`src/rtl/fifo_sram_ctrl.sv`:
```
// Controller/arbiter for the BRAM-backed FIFO primitive: reset sequencing, round-robin writes, gated reads.
// Optional consistency checker enabled by defining FIFO_SRAM_CTRL_CHECK_EN.
module fifo_sram_ctrl #(
    parameter int NUM_REQ    = 4,
    parameter int DATA_WIDTH = 32,
    parameter int DEPTH      = 512,
    parameter int RST_HOLD   = 5,
    parameter int RST_SETTLE = 4,
    parameter int CNT_W      = $clog2(DEPTH + 1),
    parameter int IDX_W      = $clog2(NUM_REQ)
) (
    input  logic                          clk_i,
    input  logic                          rst_i,
    input  logic                          flush_i,
    input  logic [NUM_REQ-1:0]            req_valid_i,
    input  logic [NUM_REQ*DATA_WIDTH-1:0] req_data_i,
    output logic [NUM_REQ-1:0]            req_ready_o,
    output logic [IDX_W-1:0]              grant_id_o,
    input  logic                          deq_ready_i,
    output logic                          deq_valid_o,
    output logic                          rd_valid_o,
    output logic                          fifo_rst_o,
    output logic                          fifo_wren_o,
    output logic [DATA_WIDTH-1:0]         fifo_wdata_o,
    output logic                          fifo_rden_o,
    input  logic                          fifo_full_i,
    input  logic                          fifo_empty_i,
    output logic [CNT_W-1:0]              usage_o,
    output logic                          busy_o,
    output logic                          err_o
);

    localparam int CTR_MAX = (RST_HOLD > RST_SETTLE) ? RST_HOLD : RST_SETTLE;
    localparam int CTR_W   = (CTR_MAX > 1) ? $clog2(CTR_MAX) : 1;

    typedef enum logic [1:0] {HOLD, SETTLE, RUN} state_t;

    state_t                  state;
    logic [CTR_W-1:0]        count;
    logic [IDX_W-1:0]        rr_ptr;
    logic [CNT_W-1:0]        usage;
    logic                    rd_valid;

    logic                    run;
    logic                    write_ok;
    logic                    found;
    logic [IDX_W-1:0]        grant_idx;
    logic [IDX_W-1:0]        cand;
    logic [NUM_REQ-1:0]      grant;
    logic [DATA_WIDTH-1:0]   wdata;
    logic                    deq_valid;
    logic                    rden;

    assign run      = (state == RUN);
    assign write_ok = run && !flush_i && !fifo_full_i && (usage != CNT_W'(DEPTH));

    // Search starts at the round-robin pointer and wraps, so the first valid producer after the last winner gets the port.
    always_comb begin
        grant     = '0;
        grant_idx = '0;
        found     = 1'b0;
        cand      = '0;
        if (write_ok) begin
            for (int i = 0; i < NUM_REQ; i++) begin
                cand = IDX_W'((int'(rr_ptr) + i) % NUM_REQ);
                if (!found && req_valid_i[cand]) begin
                    found       = 1'b1;
                    grant_idx   = cand;
                    grant[cand] = 1'b1;
                end
            end
        end
    end

    always_comb begin
        wdata = '0;
        for (int i = 0; i < NUM_REQ; i++) begin
            if (grant[i]) begin
                wdata = req_data_i[i*DATA_WIDTH +: DATA_WIDTH];
            end
        end
    end

    assign deq_valid = run && !flush_i && !fifo_empty_i && (usage != '0);
    assign rden      = deq_valid && deq_ready_i;

    always_ff @(posedge clk_i or posedge rst_i) begin
        if (rst_i) begin
            state    <= HOLD;
            count    <= CTR_W'(RST_HOLD - 1);
            rr_ptr   <= '0;
            usage    <= '0;
            rd_valid <= 1'b0;
        end else if (flush_i) begin
            state    <= HOLD;
            count    <= CTR_W'(RST_HOLD - 1);
            usage    <= '0;
            rd_valid <= 1'b0;
        end else begin
            rd_valid <= rden;
            case (state)
                HOLD: begin
                    if (count == '0) begin
                        state <= SETTLE;
                        count <= CTR_W'(RST_SETTLE - 1);
                    end else begin
                        count <= count - 1'b1;
                    end
                end
                SETTLE: begin
                    if (count == '0) begin
                        state <= RUN;
                    end else begin
                        count <= count - 1'b1;
                    end
                end
                default: begin
                    if (found) begin
                        rr_ptr <= (grant_idx == IDX_W'(NUM_REQ - 1)) ? '0 : grant_idx + 1'b1;
                    end
                    case ({found, rden})
                        2'b10:   usage <= usage + 1'b1;
                        2'b01:   usage <= usage - 1'b1;
                        default: usage <= usage;
                    endcase
                end
            endcase
        end
    end

`ifdef FIFO_SRAM_CTRL_CHECK_EN
    logic err;
    logic act_q;

    // Flags are only compared once a cycle has passed with no enable, giving the primitive time to update them.
    always_ff @(posedge clk_i or posedge rst_i) begin
        if (rst_i) begin
            err   <= 1'b0;
            act_q <= 1'b0;
        end else if (flush_i) begin
            err   <= 1'b0;
            act_q <= 1'b0;
        end else begin
            act_q <= found || rden;
            if (run && !act_q &&
                ((fifo_full_i != (usage == CNT_W'(DEPTH))) || (fifo_empty_i != (usage == '0)))) begin
                err <= 1'b1;
            end
        end
    end

    assign err_o = err;
`else
    assign err_o = 1'b0;
`endif

    assign req_ready_o  = grant;
    assign grant_id_o   = grant_idx;
    assign fifo_wren_o  = found;
    assign fifo_wdata_o = wdata;
    assign deq_valid_o  = deq_valid;
    assign fifo_rden_o  = rden;
    assign rd_valid_o   = rd_valid;
    assign fifo_rst_o   = (state == HOLD);
    assign busy_o       = !run;
    assign usage_o      = usage;

endmodule

```
`config.mk`:
```
export PLATFORM = sky130hd
export DESIGN_NAME = fifo_sram_ctrl
export DESIGN_NICKNAME = d
export VERILOG_FILES = /design/src/rtl/fifo_sram_ctrl.sv
export SDC_FILE = /design/constraint.sdc
export NUM_CORES = 1
export LEC_CHECK = 0
export ABC_AREA = 1
export CAP_MARGIN = 0
export CELL_PAD_IN_SITES_DETAIL_PLACEMENT = 1
export CELL_PAD_IN_SITES_GLOBAL_PLACEMENT = 1
export CORE_MARGIN = 4
export CORE_UTILIZATION = 27
export CTS_BUF_LIST = sky130_fd_sc_hd__clkbuf_16
export DETAILED_ROUTE_END_ITERATION = 10
export PLACE_DENSITY_LB_ADDON = 0.1
export SLEW_MARGIN = 40
export SYNTH_ARGS = -nofsm -noshare
export SYNTH_HDL_FRONTEND = slang
export SYNTH_SLANG_ARGS = --single-unit
```
`constraint.sdc`:
```
create_clock -name clk_i -period 8.47 [get_ports clk_i]
set_input_delay 1.694 -clock clk_i [delete_from_list [all_inputs] [get_ports clk_i]]
set_output_delay 1.694 -clock clk_i [all_outputs]
set_load 0.03 [all_outputs]
```
==> impl_metrics.json, run 1 <==
{
  "gp_congestion": 0.8709,
  "first_iter_violations": 267,
  "critPathArrivalTime_ps": 5370,
  "overflow": 0,
  "cts_buffers": 3,
  "maxCapViolations": 0,
  "diodes": 0,
  "hold_path_depth": 1,
  "cts_tree": "done",
  "grt_pass1_vias": 4703,
  "clkSlewWorstSetupHoldPaths_ps": 60,
  "slew_headroom_pct": 47.41,
  "grt_pass1_wl_mm": 24.59,
  "yosysSeqAreaShare_pct": 12.99,
  "drtPass1Iterations": 4,
  "vdd_drop_max_mv": 0.1182,
  "synth.distinct_cells": 37,
  "path_class": "input pin to primary output",
  "power.leakage_nw": 2.819,
  "min_path_type": "flop to flop",
  "rsz0062_at_grt": "false",
  "ys.warnings.count": 0,
  "pin_count": 193,
  "worstMarginPinSlew_ps": 788.9,
  "cts_setup_buffers": 0,
  "timing.fmax_mhz": 141.5,
  "syn_area_mm2": 0.003478,
  "num_vias": 4620,
  "clk_latency_ps": 250,
  "clockBufferDepth": 2,
  "die-area_mm2": 0.01476,
  "initial_core_util_pct": 27.56,
  "wl_mm": 15.64,
  "fp.coreArea_mm2": 0.01262,
  "grt_antenna_before_repair": 0,
  "grt_max_degree": 70,
  "status": "complete, no violations",
  "cp.required_ps": 6780,
  "drc": 0,
  "routedWlPerCell_um": 16.04,
  "syn_nets": 793,
  "cp-end-kind": "primary output",
  "htree_levels": 1,
  "hpwl_mm": 12.34,
  "antenna_left": 0,
  "setup_viol": 0,
  "fin_crit_ps": 7066,
  "drive_above_1_share_pct": 5.729,
  "path_max_fanout": 33,
  "cts_sinks": 18,
  "avgViaCountPerCell": 4.738,
  "avgSynthCellArea_um2": 5.460,
  "mostFrequentLayoutCell": "nand2_1",
  "start_kind": "input pin",
  "ys_ff_latch": 18,
  "hold_buffers": 0,
  "dieWidth_um": 121.5,
  "reg2reg_depth": 16,
  "dieHeight_um": 121.5,
  "cts_root_buf": "clkbuf_16",
  "track_usage_pct": 20.25,
  "power_density_mw_per_mm2": 139.5,
  "rows": 41,
  "finalSetupTns_ps": 0,
  "layout_common_cells": "199 x nand2_1, 191 x clkdlybuf4s50_1, 101 x inv_1",
  "portBuffers": 191,
  "hold_viol": 0,
  "area_growth_pct": 59.06,
  "fin_crit_sh_pct": 83.43,
  "nNetsFinal": 960,
  "cts_resized": 0,
  "slew_violations": 0,
  "clock-skew-final_ps": 3.152,
  "synth_cells": 637,
  "finalPower_mw": 0.7720
}
-- worst paths after layout --
kind | startpoint | to | slack [ps]
max in group asynchronous | rst_i | count[2] | 6320
max | req_valid_i[3] | fifo_wdata_o[31] | 1400
min reg2reg | count[0] | count[0] | 490
min | count[0] | count[0] | 490
max reg2reg | state[0] | usage_o[6] | 4590
min in group asynchronous | rst_i | usage_o[2] | 1790
-- area by class of cell --
class | count | area, µm²
Inverter | 108 | 405.4
Clock inverter | 1 | 3.754
Timing Repair Buffer | 192 | 1919
Clock buffer | 3 | 75.07
Multi-Input combinational cell | 481 | 2462
Fill cell | 1700 | 7087
Tap cell | 172 | 215.2
Sequential cell | 18 | 451.7
-- metrics by stage --
step	util [%]	setup WS, ps	area, µm²	instances	hold slack, ps
detailed placement	43.22	1420	5454	971	492.8
global placement	43.16	1486	5446	971	471.4
finish	43.84	1404	5533	975	490.6
global route	43.84	1062	5533	975	542.5
CTS	43.84	1423	5533	975	501.2
floorplan	-	3566	3478	637	458.0
-- state kept, by name, summed over array words and instances, names as in the netlist --
register,count
usage_o,10
count,3
rr_ptr,2
state,2
rd_valid_o,1
-- logic make-up after synthesis --
group                    share of synthesized area (%)
buffers and inverters                            16.44
flip-flops                                       12.99
AND/OR/NAND/NOR                                  51.58
adder cells (fa/ha/maj)                          6.691
AO/OA/AOI/OAI                                    10.43
XOR/XNOR                                         1.763
other                                           0.1078
-- worst max-delay path, cell delays in order --
cell and delay [ps]:
clkdlybuf4s50_1 480, inv_1 40, nand2_1 90, nand3_2 140
nand2_2 180, nor2_4 70, a21boi_1 150, nand3_2 600
nand2_2 820, nand2_1 120, o21ai_0 300, nand2_1 80
clkdlybuf4s50_1 600
-- metal layers --
layer / vias to the layer above / track usage [%] / part of all wire, %
met5: - / 0 / 0
met4: 0 / 3.011 / 0.99
met3: 11 / 2.844 / 5.4
met2: 132 / 37.10 / 50
met1: 2152 / 25.66 / 44
li1: 2325 / - / -
-- Yosys cell counts --
master / number / area (µm²)
nor2_2: 2 / 12.51
dfstp_2: 1 / 26.28
conb_1: 1 / 3.750
nand2_2: 10 / 62.56
inv_1: 102 / 382.9
a31oi_1: 3 / 18.77
nand4_4: 1 / 21.27
o21ai_2: 1 / 8.760
nand3_2: 15 / 150.1
o22ai_1: 1 / 6.260
o21bai_1: 1 / 7.510
clkbuf_1: 4 / 15.01
buf_2: 22 / 110.1
nand4_1: 4 / 25.02
xnor2_1: 1 / 8.760
a21o_1: 1 / 7.510
a21oi_1: 11 / 55.05
inv_2: 6 / 22.52
buf_4: 1 / 7.510
o211ai_1: 1 / 7.510
nor2_1: 53 / 198.9
a31oi_4: 1 / 21.27
a21boi_1: 1 / 7.510
a21boi_0: 1 / 7.510
nor2_4: 3 / 33.78
buf_6: 3 / 33.78
o21ai_1: 34 / 170.2
fa_1: 1 / 20.02
a22oi_1: 2 / 15.01
dfrtp_1: 17 / 425.4
ha_1: 17 / 212.7
nor3_2: 2 / 20.02
o21ai_0: 6 / 30.03
nand3b_1: 5 / 37.54
nand3_1: 97 / 485.5
xor2_1: 6 / 52.55
nand2_1: 199 / 747.0
-- power by group --
part	leakage (nW)	total (mW)	internal (mW)	switching [mW]
clock network	0.0385	0.100	0.0630	0.0371
logic	2.54	0.560	0.183	0.377
registers	0.242	0.112	0.0967	0.0156
total	2.82	0.772	0.342	0.430
No activity file was read; power rests on OpenSTA's default activity.
==> run 2, diff against run 1 <==
--- a/config.mk
+++ b/config.mk
@@ -10,7 +10,7 @@
 export CELL_PAD_IN_SITES_DETAIL_PLACEMENT = 1
 export CELL_PAD_IN_SITES_GLOBAL_PLACEMENT = 1
 export CORE_MARGIN = 4
-export CORE_UTILIZATION = 27
+export CORE_UTILIZATION = 23
 export CTS_BUF_LIST = sky130_fd_sc_hd__clkbuf_16
 export DETAILED_ROUTE_END_ITERATION = 10
 export PLACE_DENSITY_LB_ADDON = 0.1
==> constraint.sdc (replaced) <==
create_clock -name clk_i -period 6.2 [get_ports clk_i]
set_input_delay 1.24 -clock clk_i [delete_from_list [all_inputs] [get_ports clk_i]]
set_output_delay 1.24 -clock clk_i [all_outputs]
set_load 0.03 [all_outputs]
==> run 2 against run 1 <==
Via count shrank 0.22%. Clock skew shrank 0.99 ps. Clock power grew 39%. Global-route usage shrank 2.4 points. Critical path type unchanged. Highest routed layer unchanged.
==> impl_metrics.json, run 2 (synthesis results as in run 1) <==
{
  "overflow": 0,
  "path_common_cell": "nand2_1",
  "rows": 44,
  "dieHeight_um": 131.0,
  "num_vias": 4610,
  "vdd_drop_max_mv": 0.1606,
  "antenna_left": 0,
  "cts_setup_buffers": 0,
  "largest_reg_flops": 10,
  "wl_mm": 16.11,
  "layout_common_cells": "199 x nand2_1, 191 x clkdlybuf4s50_1, 102 x inv_1",
  "crit_family": "buffers and inverters",
  "cts_buffers": 3,
  "rsz0062_at_grt": "false",
  "initial_core_util_pct": 23.66,
  "slew_violations": 0,
  "finalSetupTns_ps": 0,
  "drc": 0,
  "hold_viol": 0,
  "slew_headroom_pct": 62.35,
  "worstMarginPinSlew_ps": 564.8,
  "cts_sinks": 18,
  "first_iter_violations": 255,
  "cp_num_buf_inv": 5,
  "clk_latency_ps": 260,
  "grt_max_degree": 39,
  "setup_viol": 0,
  "setup_ws_ps": 779.4,
  "grt_antenna_before_repair": 0,
  "clockBufferDepth": 2,
  "pin_count": 193,
  "fin_crit_sh_pct": 87.43,
  "path_max_fanout": 22,
  "track_usage_pct": 17.89,
  "critPathArrivalTime_ps": 4180,
  "r2r_end": "usage_o[7]",
  "path_class": "input pin to primary output",
  "routedWlPerCell_um": 16.16,
  "power_density_mw_per_mm2": 193.5,
  "min_path_type": "flop to flop",
  "crit_cells": 16,
  "portBuffers": 191,
  "clkSlewWorstSetupHoldPaths_ps": 60,
  "fp.coreArea_mm2": 0.01470,
  "fin_crit_ps": 5421,
  "cp.required_ps": 4960,
  "cp-end-kind": "primary output",
  "htree_levels": 1,
  "maxCapViolations": 0,
  "grt_pass1_vias": 4715,
  "nNetsFinal": 969,
  "dieWidth_um": 131.0,
  "critical_path.reg2reg.startpoint": "rr_ptr[0]",
  "crit_start": "req_valid_i[3]",
  "power.leakage_nw": 2.867,
  "critical_path.endpoint": "fifo_wdata_o[1]",
  "avgViaCountPerCell": 4.624,
  "reg2reg_depth": 20,
  "area_growth_pct": 61.29,
  "grt_pass1_wl_mm": 24.76,
  "gp_congestion": 0.8338,
  "n_fill_cell": 1929,
  "r2r_slack_ps": 2250,
  "timing.fmax_mhz": 184.5,
  "cts_tree": "done",
  "die-area_mm2": 0.01715,
  "cts_root_buf": "clkbuf_16",
  "post-place-ws_ps": 767.8,
  "max_stage_delay_ps": 600,
  "status": "complete, no violations",
  "worstHoldStart": "count[2]",
  "slowest_stage": "clkdlybuf4s50_1",
  "path_cells": "clkdlybuf4s50_1 -> inv_1 -> nand2_1 -> nand3_2 -> nand2_2 -> nor2_4 -> nand2_1 -> nand2_2 -> inv_2 -> nand3_2 -> buf_4 -> nand3_1 -> nand2_1 -> o21ai_1 -> nand2_1 -> clkdlybuf4s50_1",
  "mostFrequentLayoutCell": "nand2_1",
  "drtPass1Iterations": 5,
  "hold_buffers": 0,
  "drive_above_1_share_pct": 6.897,
  "clock-skew-final_ps": 2.159,
  "cts_resized": 0,
  "start_kind": "input pin",
  "hpwl_mm": 12.96
}
==> run 2: cell count changes in the layout (fill, tap and decap cells not counted) <==
cell and delta:
buf_4 +9, clkinv_1 -2, diode_2 +1, inv_1 +1, inv_2 +1, nand3_2 +1
nand3_4 -1
==> run 2: per-stage QoR <==
step | hold WS [ps] | util [%] | cells | power, mW | instance area, µm²
floorplan | 458.0 | - | 637 | 0.7319 | 3478
CTS | 497.1 | 38.15 | 996 | 1.103 | 5608
finish | 492.4 | 38.17 | 997 | 1.086 | 5610
global route | 546.6 | 38.15 | 996 | 1.183 | 5608
detailed placement | 485.6 | 37.61 | 992 | 0.9539 | 5529
global placement | 473.7 | 37.61 | 992 | 0.9324 | 5529
==> run 2: metal layers <==
metal | GRT usage (%) | share of wire, % | wire, µm
met3 | 2.114 | 5.7 | 925
met1 | 23.25 | 44 | 7095
met2 | 31.63 | 49 | 7887
met5 | 0 | 0 | 0
met4 | 3.993 | 1.2 | 199
==> run 2: worst min-delay path: stages (launching register included) <==
cell	delay, ps
dfstp_2	370
inv_1	60
a21oi_1	60
==> run 2: how the worst min path moves through the flow <==
stage | cells after the start | slack, ps | end
3_3_place_gp | 2 | 470 | count[2]
2_1_floorplan | 1 | 460 | count[0]
5_1_grt | 2 | 550 | count[2]
6_report | 2 | 490 | count[2]
3_5_place_dp | 1 | 490 | count[0]
4_1_cts | 1 | 500 | count[0]
==> run 2: power by group <==
part	internal, mW	total, mW	leakage, nW	switching [mW]
combinational	0.271	0.794	2.58	0.523
sequential	0.132	0.153	0.242	0.0206
clock	0.0862	0.139	0.0423	0.0530
total	0.489	1.09	2.87	0.597
==> run 2: area by class of cell <==
class	instances	area, µm²	area share [%]
Clock inverter	1	3.754	0.06690
Tap cell	184	230.2	4.103
Clock buffer	3	75.07	1.338
Sequential cell	18	451.7	8.051
Multi-Input combinational cell	481	2455	43.76
Inverter	108	405.4	7.226
Timing Repair Buffer	201	1987	35.41
Antenna cell	1	2.502	0.04460
